[config.mk]
export PLATFORM = sky130hd
export DESIGN_NAME = mc_control
export DESIGN_NICKNAME = d
export VERILOG_FILES = /design/src/rtl/mc_control.sv
export SDC_FILE = /design/constraint.sdc
export NUM_CORES = 1
export LEC_CHECK = 0
export BUFFER_PORTS_ARGS = -buffer_cell sky130_fd_sc_hd__buf_2
export CAP_MARGIN = 20
export CELL_PAD_IN_SITES_DETAIL_PLACEMENT = 2
export CELL_PAD_IN_SITES_GLOBAL_PLACEMENT = 2
export CORE_MARGIN = 1.5
export CORE_UTILIZATION = 23
export CTS_BUF_LIST = sky130_fd_sc_hd__clkbuf_4
export DETAILED_ROUTE_END_ITERATION = 10
export GPL_ROUTABILITY_DRIVEN = 0
export PLACE_DENSITY_LB_ADDON = 0.25
export SYNTH_ARGS = -nofsm -noshare
export SYNTH_HDL_FRONTEND = slang
export SYNTH_SLANG_ARGS = --single-unit
[constraint.sdc]
create_clock -name i_clk -period 1.55 [get_ports i_clk]
set_input_delay 0.0775 -clock i_clk [delete_from_list [all_inputs] [get_ports i_clk]]
set_output_delay 0.0775 -clock i_clk [all_outputs]
set_load 0.03 [all_outputs]
[src/rtl/mc_control.sv]
// mc_control -- multicycle main controller for the MIPS datapath.
//
// A Moore FSM that walks each instruction through fetch, decode, execute,
// memory access and writeback. It drives every datapath mux select and
// write enable, and gives the 2-bit ALU operation class to the ALU control
// decoder. It stalls on the single-bit ready handshake from the shared
// instruction/data memory.
//
// Ports
//   i_clk        clock, all state changes on the rising edge
//   i_rst_n      asynchronous active-low reset
//   i_opcode     instruction register [31:26], valid from DECODE onward
//   i_zero       ALU zero flag
//   i_memReady   memory completes the current access this cycle
//   o_aluOp      00 add, 01 sub, 10 decode funct
//   o_aluSrcA    0 PC, 1 register A
//   o_aluSrcB    00 reg B, 01 const 4, 10 sext imm, 11 sext imm<<2
//   o_pcSrc      00 ALU result, 01 ALUOut, 10 jump target
//   o_pcEn       PC load enable
//   o_irWrite    instruction register load
//   o_iorD       memory address: 0 PC, 1 ALUOut
//   o_memWrite   memory write strobe
//   o_regWrite   register file write
//   o_regDst     0 rt, 1 rd
//   o_memtoReg   0 ALUOut, 1 memory data register
//   o_illegal    one-cycle pulse in DECODE on an unsupported opcode
//   o_state      current state encoding, for debug
//
// state  | meaning
// -------+----------------------------------------------------------
// FETCH  | read instruction at PC, PC <= PC+4 when memory is ready
// DECODE | read registers, precompute branch target, dispatch
// MEMADR | compute load/store address
// MEMRD  | load data read, wait for memory
// MEMWB  | write load data to rt
// MEMWR  | store data write, strobe held until memory is ready
// EXEC   | R-type ALU operation
// ALUWB  | write R-type result to rd
// BRANCH | compare registers, take branch on zero
// ADDIEX | addi ALU operation
// ADDIWB | write addi result to rt
// JUMP   | load jump target into PC

module mc_control (
    input  logic       i_clk,
    input  logic       i_rst_n,
    input  logic [5:0] i_opcode,
    input  logic       i_zero,
    input  logic       i_memReady,
    output logic [1:0] o_aluOp,
    output logic       o_aluSrcA,
    output logic [1:0] o_aluSrcB,
    output logic [1:0] o_pcSrc,
    output logic       o_pcEn,
    output logic       o_irWrite,
    output logic       o_iorD,
    output logic       o_memWrite,
    output logic       o_regWrite,
    output logic       o_regDst,
    output logic       o_memtoReg,
    output logic       o_illegal,
    output logic [3:0] o_state
);

    localparam logic [5:0] OP_RTYPE = 6'h00;
    localparam logic [5:0] OP_J     = 6'h02;
    localparam logic [5:0] OP_BEQ   = 6'h04;
    localparam logic [5:0] OP_ADDI  = 6'h08;
    localparam logic [5:0] OP_LW    = 6'h23;
    localparam logic [5:0] OP_SW    = 6'h2B;

    typedef enum logic [3:0] {
        S_FETCH  = 4'd0,
        S_DECODE = 4'd1,
        S_MEMADR = 4'd2,
        S_MEMRD  = 4'd3,
        S_MEMWB  = 4'd4,
        S_MEMWR  = 4'd5,
        S_EXEC   = 4'd6,
        S_ALUWB  = 4'd7,
        S_BRANCH = 4'd8,
        S_ADDIEX = 4'd9,
        S_ADDIWB = 4'd10,
        S_JUMP   = 4'd11
    } state_t;

    state_t state;
    state_t state_next;

    logic illegal_dec;
    logic pc_en_raw;
    logic ir_write_raw;
    logic mem_write_raw;
    logic reg_write_raw;

    always_ff @(posedge i_clk or negedge i_rst_n) begin
        if (!i_rst_n) begin
            state <= S_FETCH;
        end else begin
            state <= state_next;
        end
    end

    always_comb begin
        state_next  = state;
        illegal_dec = 1'b0;
        case (state)
            S_FETCH: begin
                if (i_memReady) begin
                    state_next = S_DECODE;
                end
            end
            S_DECODE: begin
                case (i_opcode)
                    OP_LW, OP_SW: state_next = S_MEMADR;
                    OP_RTYPE:     state_next = S_EXEC;
                    OP_BEQ:       state_next = S_BRANCH;
                    OP_ADDI:      state_next = S_ADDIEX;
                    OP_J:         state_next = S_JUMP;
                    default: begin
                        state_next  = S_FETCH;
                        illegal_dec = 1'b1;
                    end
                endcase
            end
            S_MEMADR: begin
                // Only lw/sw reach MEMADR; anything else falls back to fetch.
                if (i_opcode == OP_LW) begin
                    state_next = S_MEMRD;
                end else if (i_opcode == OP_SW) begin
                    state_next = S_MEMWR;
                end else begin
                    state_next = S_FETCH;
                end
            end
            S_MEMRD: begin
                if (i_memReady) begin
                    state_next = S_MEMWB;
                end
            end
            S_MEMWB:  state_next = S_FETCH;
            S_MEMWR: begin
                if (i_memReady) begin
                    state_next = S_FETCH;
                end
            end
            S_EXEC:   state_next = S_ALUWB;
            S_ALUWB:  state_next = S_FETCH;
            S_BRANCH: state_next = S_FETCH;
            S_ADDIEX: state_next = S_ADDIWB;
            S_ADDIWB: state_next = S_FETCH;
            S_JUMP:   state_next = S_FETCH;
            default:  state_next = S_FETCH;
        endcase
    end

    always_comb begin
        o_aluOp       = 2'b00;
        o_aluSrcA     = 1'b0;
        o_aluSrcB     = 2'b00;
        o_pcSrc       = 2'b00;
        o_iorD        = 1'b0;
        o_regDst      = 1'b0;
        o_memtoReg    = 1'b0;
        pc_en_raw     = 1'b0;
        ir_write_raw  = 1'b0;
        mem_write_raw = 1'b0;
        reg_write_raw = 1'b0;
        case (state)
            S_FETCH: begin
                o_aluSrcB    = 2'b01;
                pc_en_raw    = i_memReady;
                ir_write_raw = i_memReady;
            end
            S_DECODE: begin
                o_aluSrcB = 2'b11;
            end
            S_MEMADR: begin
                o_aluSrcA = 1'b1;
                o_aluSrcB = 2'b10;
            end
            S_MEMRD: begin
                o_iorD = 1'b1;
            end
            S_MEMWB: begin
                o_memtoReg    = 1'b1;
                reg_write_raw = 1'b1;
            end
            S_MEMWR: begin
                o_iorD        = 1'b1;
                mem_write_raw = 1'b1;
            end
            S_EXEC: begin
                o_aluSrcA = 1'b1;
                o_aluOp   = 2'b10;
            end
            S_ALUWB: begin
                o_regDst      = 1'b1;
                reg_write_raw = 1'b1;
            end
            S_BRANCH: begin
                o_aluSrcA = 1'b1;
                o_aluOp   = 2'b01;
                o_pcSrc   = 2'b01;
                pc_en_raw = i_zero;
            end
            S_ADDIEX: begin
                o_aluSrcA = 1'b1;
                o_aluSrcB = 2'b10;
            end
            S_ADDIWB: begin
                reg_write_raw = 1'b1;
            end
            S_JUMP: begin
                o_pcSrc   = 2'b10;
                pc_en_raw = 1'b1;
            end
            default: begin
            end
        endcase
    end

    // The state register already sits in FETCH during reset, but FETCH
    // passes i_memReady through to pcEn/irWrite, so every strobe is also
    // gated by i_rst_n to keep reset fully quiet with no clock edge needed.
    assign o_pcEn     = pc_en_raw     & i_rst_n;
    assign o_irWrite  = ir_write_raw  & i_rst_n;
    assign o_memWrite = mem_write_raw & i_rst_n;
    assign o_regWrite = reg_write_raw & i_rst_n;
    assign o_illegal  = illegal_dec   & i_rst_n;
    assign o_state    = state;

endmodule

==> reports/metrics.cfg <==
[status]
status=finished, violations left
violations=negative setup slack

[clock_network]
clkTransAtPathRegs_ns=0.05
clk_latency_ns=0.25
htree_num_levels=1
cts.sinks=4
cts_buffer_depth=2
root_buffer=clkbuf_4
cts_tree=built
cts_made_buffers=3

[final_layout]
multi_input_area_um2=551
fillCellCount=257
drive_gt1_share_pct=63.5
nNetsFinal=126
seqCellArea_um2=105
area_growth_pct=86.2
largest_reg_flops=4
antenna_cells=0
stdcell_area_um2=1010

[worst_setup_path]
arrival_ns=1.49
worstPathRequired_ns=1.47
critPathCaptureType=primary output
startpoint_type=register
r2r_slack_ns=0.12
path_max_fanout=6
worstSetupPathType=reg -> out

[drt]
finalWirelength_mm=2.37
wl_per_cell_um=16.6
vias=727
vias_per_cell=5.08
drt_iter0_drc=10
drtPass1Iterations=4
postRouteAntennaNets=0
drc=0

[synthesis]
synthFlopType=dfrtp_1
yosysTopAreaCell=dfrtp_1
postSynthAreaPerCell_um2=7.34
synthAdderAreaFrac_pct=0
syn-cell-area_um2=543
synth_top_family_by_area=simple AND/OR/NAND/NOR gates
ys_warn_count=0
synth_top_cells_by_count=9 x nor3_1, 8 x nand2b_1, 8 x nor2_1, 5 x o21ai_0
synth_top_cell_area_share_pct=18.4
postSynth.asyncResetShare_pct=100
synth_edf_count=0
yosys.area_share.simple_pct=48.4
mappedNetlistNets=84
synthCells=74
ys_seq_area_share_pct=18.4
synth_compound_area_share_pct=21.2
synth_xor_area_share_pct=4.84
synthTopCellsByArea=dfrtp_1 18%, nand2b_1 9.2%, nor3_1 8.3%
ys_types=31
ys_ff_latch=4
synth.most_common_cell=nor3_1
muxShareOfSynthArea_pct=0

[power_and_ir_drop]
powerDensity_nw_per_um2=662
pwr-share-clk_pct=24.6
internal-power_uw=386
power_frac_seq_pct=19.9
swShare_pct=42.3
total_power_uw=670
combPwrFrac_pct=55.5
ir_worst_vdd_v=0.000404
p_leak_nw=0.431
switching_power_uw=284

[global_route]
grt_max_degree=13
grt_pass1_wl_mm=3.42
grt.overflow.total=0
antenna_found_initial=0
grt_pass1_vias=697
track_usage_pct=17.2

[sta]
tns_ns=-0.0194
hold_violations=0
fmax_mhz=637
rsz0062_at_grt=yes
relSlewSlack_pct=79.5
finalCritPeriodShare_pct=101
worstMarginPinSlew_ns=0.307
post-route-min-period_ns=1.57
slew_viol_final=0
setup_viol=1
fin_worst_skew_ns=0.0125
layout_setup_ws_ns=-0.0194

[placed_design]
post-dp-hpwl_mm=1.61
portBuffers=28
postPlaceCellArea_um2=793

[floorplanning]
start_util_pct=24.5
die_h_um=51.6
std_cell_rows=17
io_pins=29
core_region_area_um2=2210
die_w_um=51.6
die-area_um2=2660

[run]
maxCapViolCount=0

[min_path]
hold_path.class=in -> async

worst paths after layout:
path | cells after the start | to | from
max reg2reg | 5 | o_state[2]$_DFFE_PN0P_ | o_state[1]$_DFFE_PN0P_
min | 2 | o_state[0]$_DFFE_PN0P_ | i_rst_n
max in group asynchronous | 2 | o_state[3]$_DFFE_PN0P_ | i_rst_n
max | 4 | o_illegal | o_state[3]$_DFFE_PN0P_
min reg2reg | 2 | o_state[3]$_DFFE_PN0P_ | o_state[2]$_DFFE_PN0P_
min in group i_clk | 3 | o_state[2]$_DFFE_PN0P_ | i_opcode[3]
metrics by stage:
| stage | hold WS [ns] | utilization [%] | instances | setup slack, ns |
|---|---|---|---|---|
| final | 0.216 | 45.7 | 143 | -0.0194 |
| after global routing | 0.225 | 45.7 | 143 | -0.118 |
| after CTS | 0.210 | 39.9 | 137 | -0.0132 |
| after detailed placement | -0.0659 | 35.9 | 131 | 0.125 |
| after global placement | -0.0690 | 35.9 | 131 | 0.123 |
| after floorplan | -0.218 | - | 74 | -0.125 |
final cells by class:
type	count	share of cell area, %
multi-input combinational	63	54.5
timing repair buffer	43	28.3
sequential	4	10.4
tap	28	3.47
clock buffer	4	2.97
inverter	1	0.371
metal layers:
metal / share of wire, % / vias to the layer above / GRT usage (%)
met1: 43 / 347 / 21.0
met2: 52 / 23 / 29.5
met3: 3.1 / 4 / 2.01
met5: 0 / - / 0
li1: - / 353 / -
met4: 1.5 / 0 / 9.21
cells by family (layout without fill, tap and decap cells):
| logic type | count (synthesis) | count (layout) |
|---|---|---|
| buffers and inverters | 7 | 48 |
| xor gates and xnor gates | 3 | 3 |
| AOI/OAI and AO/OA | 18 | 18 |
| and+or+nand+nor | 42 | 42 |
| DFF | 4 | 4 |
power by group through the flow:
stage | combinational, mW | clock, mW | sequential [mW]
6_report | 0.372 | 0.164 | 0.134
5_1_grt | 0.398 | 0.177 | 0.137
4_1_cts | 0.303 | 0.171 | 0.131
3_5_place_dp | 0.286 | 0 | 0.129
3_3_place_gp | 0.281 | 0 | 0.128
2_1_floorplan | 0.186 | 0 | 0.140
timing repair:
action / in CTS / in global routing
resized for setup: 12 / 21
hold buffers: 1 / 0
pin swaps: 0 / 1
setup buffers: 1 / 6
setup endpoints to repair: 6 / 8
endpoints found under the hold margin: 4 / 0
gates cloned: 0 / 0
layout by cell type (no fill, tap or decap), types with 2 or more instances in the layout:
cell type	Yosys	final
nand3_1	2	2
o21ai_1	2	3
buf_4	2	15
nand2_1	2	2
nor3_4	1	3
nor2_1	8	5
clkbuf_4	0	4
xnor2_1	2	2
nor4b_4	0	2
nor2b_4	0	2
nand2b_1	8	4
o21ai_0	5	3
nor2_4	0	2
nand2b_4	0	4
buf_2	4	23
buf_6	0	3
nor3_2	1	3
a21oi_1	3	2
nor2b_1	4	2
dfrtp_2	0	4
nor3_1	9	5
critical path: stages (launching register included):
cell and delay, ns:
dfrtp_2 0.47, nor2_4 0.16, nand3_1 0.15, nor4_4 0.27, buf_4 0.20
(Power assumes the default switching activity.)
